$ cat src/rtl/color_transform.sv
`default_nettype none
// ============================================================================
//  Module   : color_transform
//  Purpose  : Streaming RGB-to-greyscale converter. Each 24-bit RGB pixel is
//             reduced to BT.601 luma Y = (77R + 150G + 29B + 128) >> 8 and
//             Y is replicated onto all three output bytes.
//             Three register stages:
//               S1 - captured R, G, B
//               S2 - the three weighted products
//               S3 - rounded Y (drives the outputs)
//             The whole pipeline advances together. It stalls only while
//             the output holds a valid result that downstream refuses.
//  Ports    : i_clk        in   1   clock, rising edge
//             i_rst        in   1   asynchronous reset, active low
//             i_rgb_busy   out  1   1 = pixel cannot be accepted this cycle
//             i_rgb_vld    in   1   1 = i_rgb_data holds a valid pixel
//             i_rgb_data   in   24  R=[23:16], G=[15:8], B=[7:0]
//             o_grey_busy  in   1   1 = downstream cannot accept this cycle
//             o_grey_vld   out  1   1 = o_grey_data holds a valid result
//             o_grey_data  out  24  {Y,Y,Y}
//  Revision : 1.0  initial release
// ============================================================================
module color_transform (
    input  logic        i_clk,
    input  logic        i_rst,
    output logic        i_rgb_busy,
    input  logic        i_rgb_vld,
    input  logic [23:0] i_rgb_data,
    input  logic        o_grey_busy,
    output logic        o_grey_vld,
    output logic [23:0] o_grey_data
);

    localparam logic [14:0] C_WR   = 15'd77;
    localparam logic [15:0] C_WG   = 16'd150;
    localparam logic [12:0] C_WB   = 13'd29;
    localparam logic [15:0] C_RND  = 16'd128;

    // Stage registers
    logic        r_s1_vld;
    logic [7:0]  r_s1_r;
    logic [7:0]  r_s1_g;
    logic [7:0]  r_s1_b;

    logic        r_s2_vld;
    logic [14:0] r_s2_pr;
    logic [15:0] r_s2_pg;
    logic [12:0] r_s2_pb;

    logic        r_s3_vld;
    logic [7:0]  r_s3_y;

    // Combinational
    logic        w_en;
    logic        w_accept;
    logic [14:0] w_pr;
    logic [15:0] w_pg;
    logic [12:0] w_pb;
    logic [15:0] w_sum;
    logic [7:0]  w_y;

    // Global advance: only a refused valid result can stall the pipeline.
    // A bubble in S3 never blocks, so no extra bubble is ever inserted.
    assign w_en       = ~(r_s3_vld & o_grey_busy);
    assign i_rgb_busy = ~w_en;
    assign w_accept   = i_rgb_vld & ~i_rgb_busy;

    // Products sized exactly: 77*255 < 2^15, 150*255 < 2^16, 29*255 < 2^13
    assign w_pr = 15'(r_s1_r) * C_WR;
    assign w_pg = 16'(r_s1_g) * C_WG;
    assign w_pb = 13'(r_s1_b) * C_WB;

    // Worst case 19635 + 38250 + 7395 + 128 = 65408, so 16 bits never wrap
    assign w_sum = 16'(r_s2_pr) + r_s2_pg + 16'(r_s2_pb) + C_RND;
    assign w_y   = 8'(w_sum >> 8);

    always_ff @(posedge i_clk or negedge i_rst) begin
        if (!i_rst) begin
            r_s1_vld <= 1'b0;
            r_s1_r   <= 8'd0;
            r_s1_g   <= 8'd0;
            r_s1_b   <= 8'd0;
            r_s2_vld <= 1'b0;
            r_s2_pr  <= 15'd0;
            r_s2_pg  <= 16'd0;
            r_s2_pb  <= 13'd0;
            r_s3_vld <= 1'b0;
            r_s3_y   <= 8'd0;
        end else if (w_en) begin
            r_s1_vld <= w_accept;
            r_s2_vld <= r_s1_vld;
            r_s3_vld <= r_s2_vld;

            // Data registers only load behind a valid token, so the output
            // keeps its last result while bubbles pass through.
            if (w_accept) begin
                r_s1_r <= i_rgb_data[23:16];
                r_s1_g <= i_rgb_data[15:8];
                r_s1_b <= i_rgb_data[7:0];
            end
            if (r_s1_vld) begin
                r_s2_pr <= w_pr;
                r_s2_pg <= w_pg;
                r_s2_pb <= w_pb;
            end
            if (r_s2_vld) begin
                r_s3_y <= w_y;
            end
        end
    end

    assign o_grey_vld  = r_s3_vld;
    assign o_grey_data = {r_s3_y, r_s3_y, r_s3_y};

endmodule
`default_nettype wire

$ cat config.mk
export PLATFORM = sky130hd
export DESIGN_NAME = color_transform
export DESIGN_NICKNAME = d
export VERILOG_FILES = /design/src/rtl/color_transform.sv
export SDC_FILE = /design/constraint.sdc
export NUM_CORES = 1
export LEC_CHECK = 0
export ABC_AREA = 0
export ABC_CLOCK_PERIOD_IN_PS = 4100
export BUFFER_PORTS_ARGS = -buffer_cell sky130_fd_sc_hd__clkbuf_2
export CORE_MARGIN = 10
export CORE_UTILIZATION = 40
export DETAILED_ROUTE_END_ITERATION = 6
export PLACE_DENSITY_LB_ADDON = 0.25
export SKIP_LAST_GASP = 1
export SYNTH_ARGS = -nofsm -noshare
export SYNTH_HDL_FRONTEND = slang
export SYNTH_SLANG_ARGS = --single-unit
export TNS_END_PERCENT = 10
$ cat constraint.sdc
create_clock -name i_clk -period 4.1 [get_ports i_clk]
set_input_delay 0.205 -clock i_clk [delete_from_list [all_inputs] [get_ports i_clk]]
set_output_delay 0.205 -clock i_clk [all_outputs]
set_load 0.01 [all_outputs]
==> metrics.txt, run 1 <==
Resized cells post-CTS 0; Via Count 4,690; gr ovfl total 0; number of port buffers between 50 and 60; all-layer global routing usage approximately an eighth; CTS Buf Count 9; Fin. Hold Viols 0; vias in the first global route slightly below 5k; Via density 4.92; unique cell type count in the Yosys netlist 53; asr flop ratio synth 100%; fmax 262 MHz; CP cell instances ha_1, ha_1, ha_1, fa_1, ha_1, a21oi_1, o21ai_0, a2111oi_0, nor3_1, xnor2_1, o21ai_0; Worst Skew about 10 ps; Die X about 150 um; WL met3 around 480 um; CTS tree done; first-pass detailed-route iteration total 5; core area roughly 0.017 mm^2; RSZ-0062 raised after global routing no; met1 wire length around 6300 um; Initial Util 40.7%; I/O Pins 54; synthesized area per cell 9.75 um^2; Top delay family on crit path adder cells; EDFF count, synth 0; Clock Path Buffers 2; Worst path slowest cell a2111oi_0; Post-Syn Area approximately 0.0068 mm^2; R2R Setup Slk 290 ps; Root Driver clkbuf_16; WS Path Type reg2reg; Min-Delay Path Class in2async; first-pass GRT wire length 23,300 um; R2R depth 11; Final period util between 90 and 100%; Post-CTS Setup Bufs 0; max-slew violation count 0; Slew @ Worst Pin 1030 ps; status completed; CP Max Fanout 5; Fill cells between 1.5k and 2k; sequential area share after synthesis 28.9%; met2 WL approximately 6400 um; Setup violations, final 0; antenna-violating nets left 0; Max Cap Viol 0; CP Capture Type register; DRT iter0 DRCs 179; layout cell share with drive strength beyond 1 12.8%; Syn Inst Count 693; Die Ht 150 um; H-tree depth 3; Layout area overhead 10.6%; max incr delay on CP 700 ps; Setup TNS 0 ps; number of sinks on the clock net 78; Reg-to-Reg Start r_s1_g[5]; Clk Latency, worst-skew pair between 300 and 400 ps; CP bufs+invs 0; crit path launch type register; nets 920; fin crit period approximately 3800 ps; DR DRC count 0; Ys Warns 0; Post-DP HPWL about 11,000 um; DR WL/cell approximately 14 um; Worst EP required around 4300 ps; # diodes 0; #FFs+latches synth slightly below 80; Hold Buf Count CTS 0; largest net degree at the start of global routing between 70 and 80; Total Wirelength ~13,000 um; Reg clk slew, reported paths approximately 60 ps; initial antenna violation count 0; GPL Wtd Cong around 0.85; slew margin rel. approximately a third; Synth Flop Type dfrtp_1; most frequent CP cell ha_1; Die ar. roughly 0.022 mm^2; Rows 47; Syn Nets between 800 and 900; Crit path arrival time 4020 ps; highest metal layer with signal wires met4; Reg-to-Reg End r_s2_pg[13]
-- layout by cell type, fill, tap and decap left out, drive strengths merged, types with 4 or more instances in the layout --
cell type / n
ha: 125
inv: 117
dfrtp: 78
nand2: 71
clkbuf: 62
o21ai: 60
fa: 38
nor2: 20
a21oi: 19
mux2: 15
xor2: 14
xnor2: 14
a21o: 13
nor3: 10
o21a: 8
o31ai: 7
a31oi: 5
a211oi: 5
buf: 4
-- cells by family (layout without fill, tap and decap cells) --
logic type                 after synthesis  in the layout  synth area share (%)
AOI/OAI and AO/OA                      141            141                  13.6
xor gates and xnor gates                28             28                  3.63
adders and majority gates              163            163                  34.4
buffers and inverters                  146            187                  9.02
DFF                                     78             78                  28.9
muxes                                   15             15                  2.50
and+or+nand+nor                        122            122                  7.94
-- worst register-to-register path: cells and delay by family, from the launching register on --
kind / cells / cell delay (ps)
compound gates: 4 / 1190
xor+xnor: 1 / 170
fa+ha+maj: 5 / 1710
flops: 1 / 460
simple gates: 1 / 150
-- sequential cells by signal (all words and copies together) (netlist names) --
signal / flops
o_grey_vld: 1
r_s1_b: 8
r_s1_g: 8
r_s1_r: 8
r_s1_vld: 1
r_s2_pb: 13
r_s2_pg: 15
r_s2_pr: 15
r_s2_vld: 1
r_s3_y: 8
-- synthesized netlist by cell type (all sizes together) (2+ instances only) --
library cell | n | area (um^2)
o311ai | 2 | 17.5
mux2 | 15 | 169
o41a | 2 | 22.5
nand2 | 71 | 267
xor2 | 14 | 123
a41oi | 2 | 17.5
a221oi | 2 | 23.8
a31oi | 5 | 46.3
a21o | 13 | 97.6
o21ai | 60 | 304
dfrtp | 78 | 1950
a211oi | 5 | 42.5
or3 | 2 | 17.5
nor4b | 2 | 17.5
a2111oi | 2 | 17.5
nor3 | 10 | 50.1
nor3b | 3 | 22.5
buf | 18 | 129
o31ai | 7 | 57.6
nand2b | 2 | 12.5
fa | 38 | 761
nor2b | 2 | 12.5
nor2 | 20 | 75.1
and3 | 3 | 18.8
o21bai | 3 | 22.5
clkbuf | 13 | 48.8
a21oi | 19 | 95.1
xnor2 | 14 | 123
nand3 | 3 | 15.0
inv | 115 | 432
ha | 125 | 1560
a211o | 3 | 26.3
and2 | 2 | 12.5
o21a | 8 | 60.1
-- per-layer routing --
metal	global-route usage (%)	vias up
li1	-	2396
met1	15.7	2234
met2	21.7	49
met3	2.69	11
met4	4.42	0
met5	0	-
-- through the flow --
stage,util (%),cells,hold WS (ps),instance area (um^2),setup WS (ps)
2_1_floorplan,-,693,-90.6,6760,738
3_3_place_gp,43.1,938,408,7150,494
3_5_place_dp,43.1,938,414,7150,422
6_report,45.1,954,46.6,7480,286
4_1_cts,45.1,954,51.8,7480,385
5_1_grt,45.1,954,72.5,7480,184
-- layout make-up --
type / count / area, um^2 / area share, %
Clock buffer: 10 / 239 / 3.20
Clock inverter: 6 / 92.6 / 1.24
Multi-Input combinational cell: 469 / 4200 / 56.1
Sequential cell: 78 / 1950 / 26.1
Inverter: 115 / 432 / 5.77
Tap cell: 220 / 275 / 3.68
Timing Repair Buffer: 56 / 290 / 3.88
-- how the worst max path moves through the flow --
stage	slack, ps	cells after the start	from	end
after floorplan	740	12	r_s1_r[5]	r_s2_pr[12]
after global placement	490	11	r_s1_g[5]	r_s2_pg[13]
after detailed placement	420	11	r_s1_g[5]	r_s2_pg[13]
after CTS	380	11	r_s1_g[5]	r_s2_pg[13]
after global routing	180	11	r_s1_g[5]	r_s2_pg[13]
final	290	11	r_s1_g[5]	r_s2_pg[13]
Power of run 1 is not shown: default switching activity piles up to over one toggle a cycle in this logic, so the estimate is an artifact.
==> inputs of run 2 (changes only) <==
Settings changed: CORE_MARGIN 10 to 2, SKIP_LAST_GASP 1 to unset.
==> metrics.txt, run 2 (synthesis results as in run 1) <==
Setup violations, final 0 (unchanged); most common cell after layout, fill and taps aside ha_1; antenna-violating nets left 0 (unchanged); Post-DP HPWL 10,600 um (-2.8%); fmax 271 MHz (+3.2%); H-tree depth 3 (unchanged); highest metal layer with signal wires met4; most frequent CP cell ha_1; Via density 4.96 (+0.85%); CP Max Fanout 5 (unchanged); number of sinks on the clock net 78 (unchanged); Resized cells post-CTS 0 (unchanged); CP cell instances ha_1, ha_1, inv_1, fa_1, fa_1, inv_1, ha_1, o311ai_1, o21ai_0, xnor2_1, o21ai_0; Rows 47 (unchanged); Die Ht 134 um (-11%); largest net degree at the start of global routing 79 (unchanged); Setup TNS 0 ps (unchanged); first-pass detailed-route iteration total 4 (-1); WS Path Type reg2reg; Worst Skew 5.82 ps (-4.52 ps); Initial Util 40.9% (+0.15 points); Worst EP required 4310 ps (about the same); Reg clk slew, reported paths 70 ps (about the same); core area 0.0165 mm^2 (-0.35%); max-slew violation count 0 (unchanged); Die ar. 0.0180 mm^2 (-20%); Fin. Hold Viols 0 (unchanged); nets 920 (unchanged); Total Wirelength 13,200 um (-1.6%); met1 wire length 6340 um (+0.46%); vias in the first global route 5,005 (+1.2%); slew margin rel. 32.2% (+0.59 points); CTS Buf Count 9 (unchanged); DP Worst Slack 402 ps (-19.4 ps); Clk Latency, worst-skew pair 350 ps (about the same); DRT iter0 DRCs 147 (-18%); DR DRC count 0 (unchanged); fin crit period 3690 ps (-119 ps); Max Cap Viol 0 (unchanged); RSZ-0062 raised after global routing no; crit path launch type register; DR WL/cell 13.8 um (-1.6%); all-layer global routing usage 16.2% (+3.5 points); gr ovfl total 0 (unchanged); most frequent cells in the layout ha_1 (125), inv_1 (115), dfrtp_1 (78); met2 WL 6250 um (-3.1%); R2R Setup Slk 410 ps (+120 ps); placed cells 938 (unchanged); Worst path slowest cell o311ai_1; CTS tree done; Clock Path Buffers 2 (unchanged); GPL Wtd Cong 0.843 (-0.47%); status completed; Post-CTS Setup Bufs 0 (unchanged); # diodes 0 (unchanged); post-route setup slack 405 ps (+119 ps); first-pass GRT wire length 23,400 um (+0.54%); Slew @ Worst Pin 1020 ps (-8.85 ps); WL met3 388 um (-19%); Final period util 90.1% (-2.9 points); Final Non-Filler Cells 954 (unchanged); Hold Buf Count CTS 0 (unchanged); Root Driver clkbuf_16; max incr delay on CP 540 ps (-160 ps); Min-Delay Path Class in2async; worst hold margin 28.0 ps (-18.5 ps); CP Capture Type register; number of port buffers 53 (unchanged); initial antenna violation count 0 (unchanged); I/O Pins 54 (unchanged); Layout area overhead 9.92%; Die X 134 um (-11%); Top Registers r_s2_pg: 15 flops, r_s2_pr: 15 flops, r_s2_pb: 13 flops; layout cell share with drive strength beyond 1 12.8% (unchanged); Via Count 4,730 (+0.85%); Crit path arrival time 3910 ps (-110 ps)
## run 2: final timing paths
check / start / to / cells after the start
worst max-delay path: r_s1_g[6] / r_s2_pg[12] / 11
worst min-delay path: i_rst / r_s3_y[7] / 1
worst max register to register: r_s1_g[6] / r_s2_pg[12] / 11
worst min register to register: r_s2_pg[8] / r_s2_pg[8] / 2
max in group asynchronous: i_rst / r_s1_b[5] / 1
min in group i_clk: i_rgb_data[4] / r_s1_b[4] / 3
## run 2: critical path: cells and delay by family, from the launching register on
family	cells	cell delay (ps)
fa+ha+maj	5	1940
compound gates	3	860
flops	1	450
xor+xnor	1	200
buf+inv	2	90
## run 2: area by class of cell
cell class / count / area, um^2
inverters: 115 / 432
clock inverters: 7 / 57.6
repair buffers: 56 / 290
well taps: 220 / 275
clock buffers: 9 / 225
flip-flops and latches: 78 / 1950
fillers: 1579 / 9100
multi-input cells: 469 / 4200
## run 2: metal layers
layer | vias up | GRT usage (%)
met5 | - | 0
met1 | 2261 | 21.0
met2 | 69 | 27.6
met3 | 17 | 2.87
met4 | 0 | 5.38
li1 | 2383 | -
## run 2: metrics by stage
step	utilization (%)	area, um^2
5_1_grt	45.0	7430
3_5_place_dp	43.2	7150
4_1_cts	45.0	7430
3_3_place_gp	43.2	7150
6_report	45.0	7430
2_1_floorplan	-	6760
Power of run 2 is left out for the same reason.
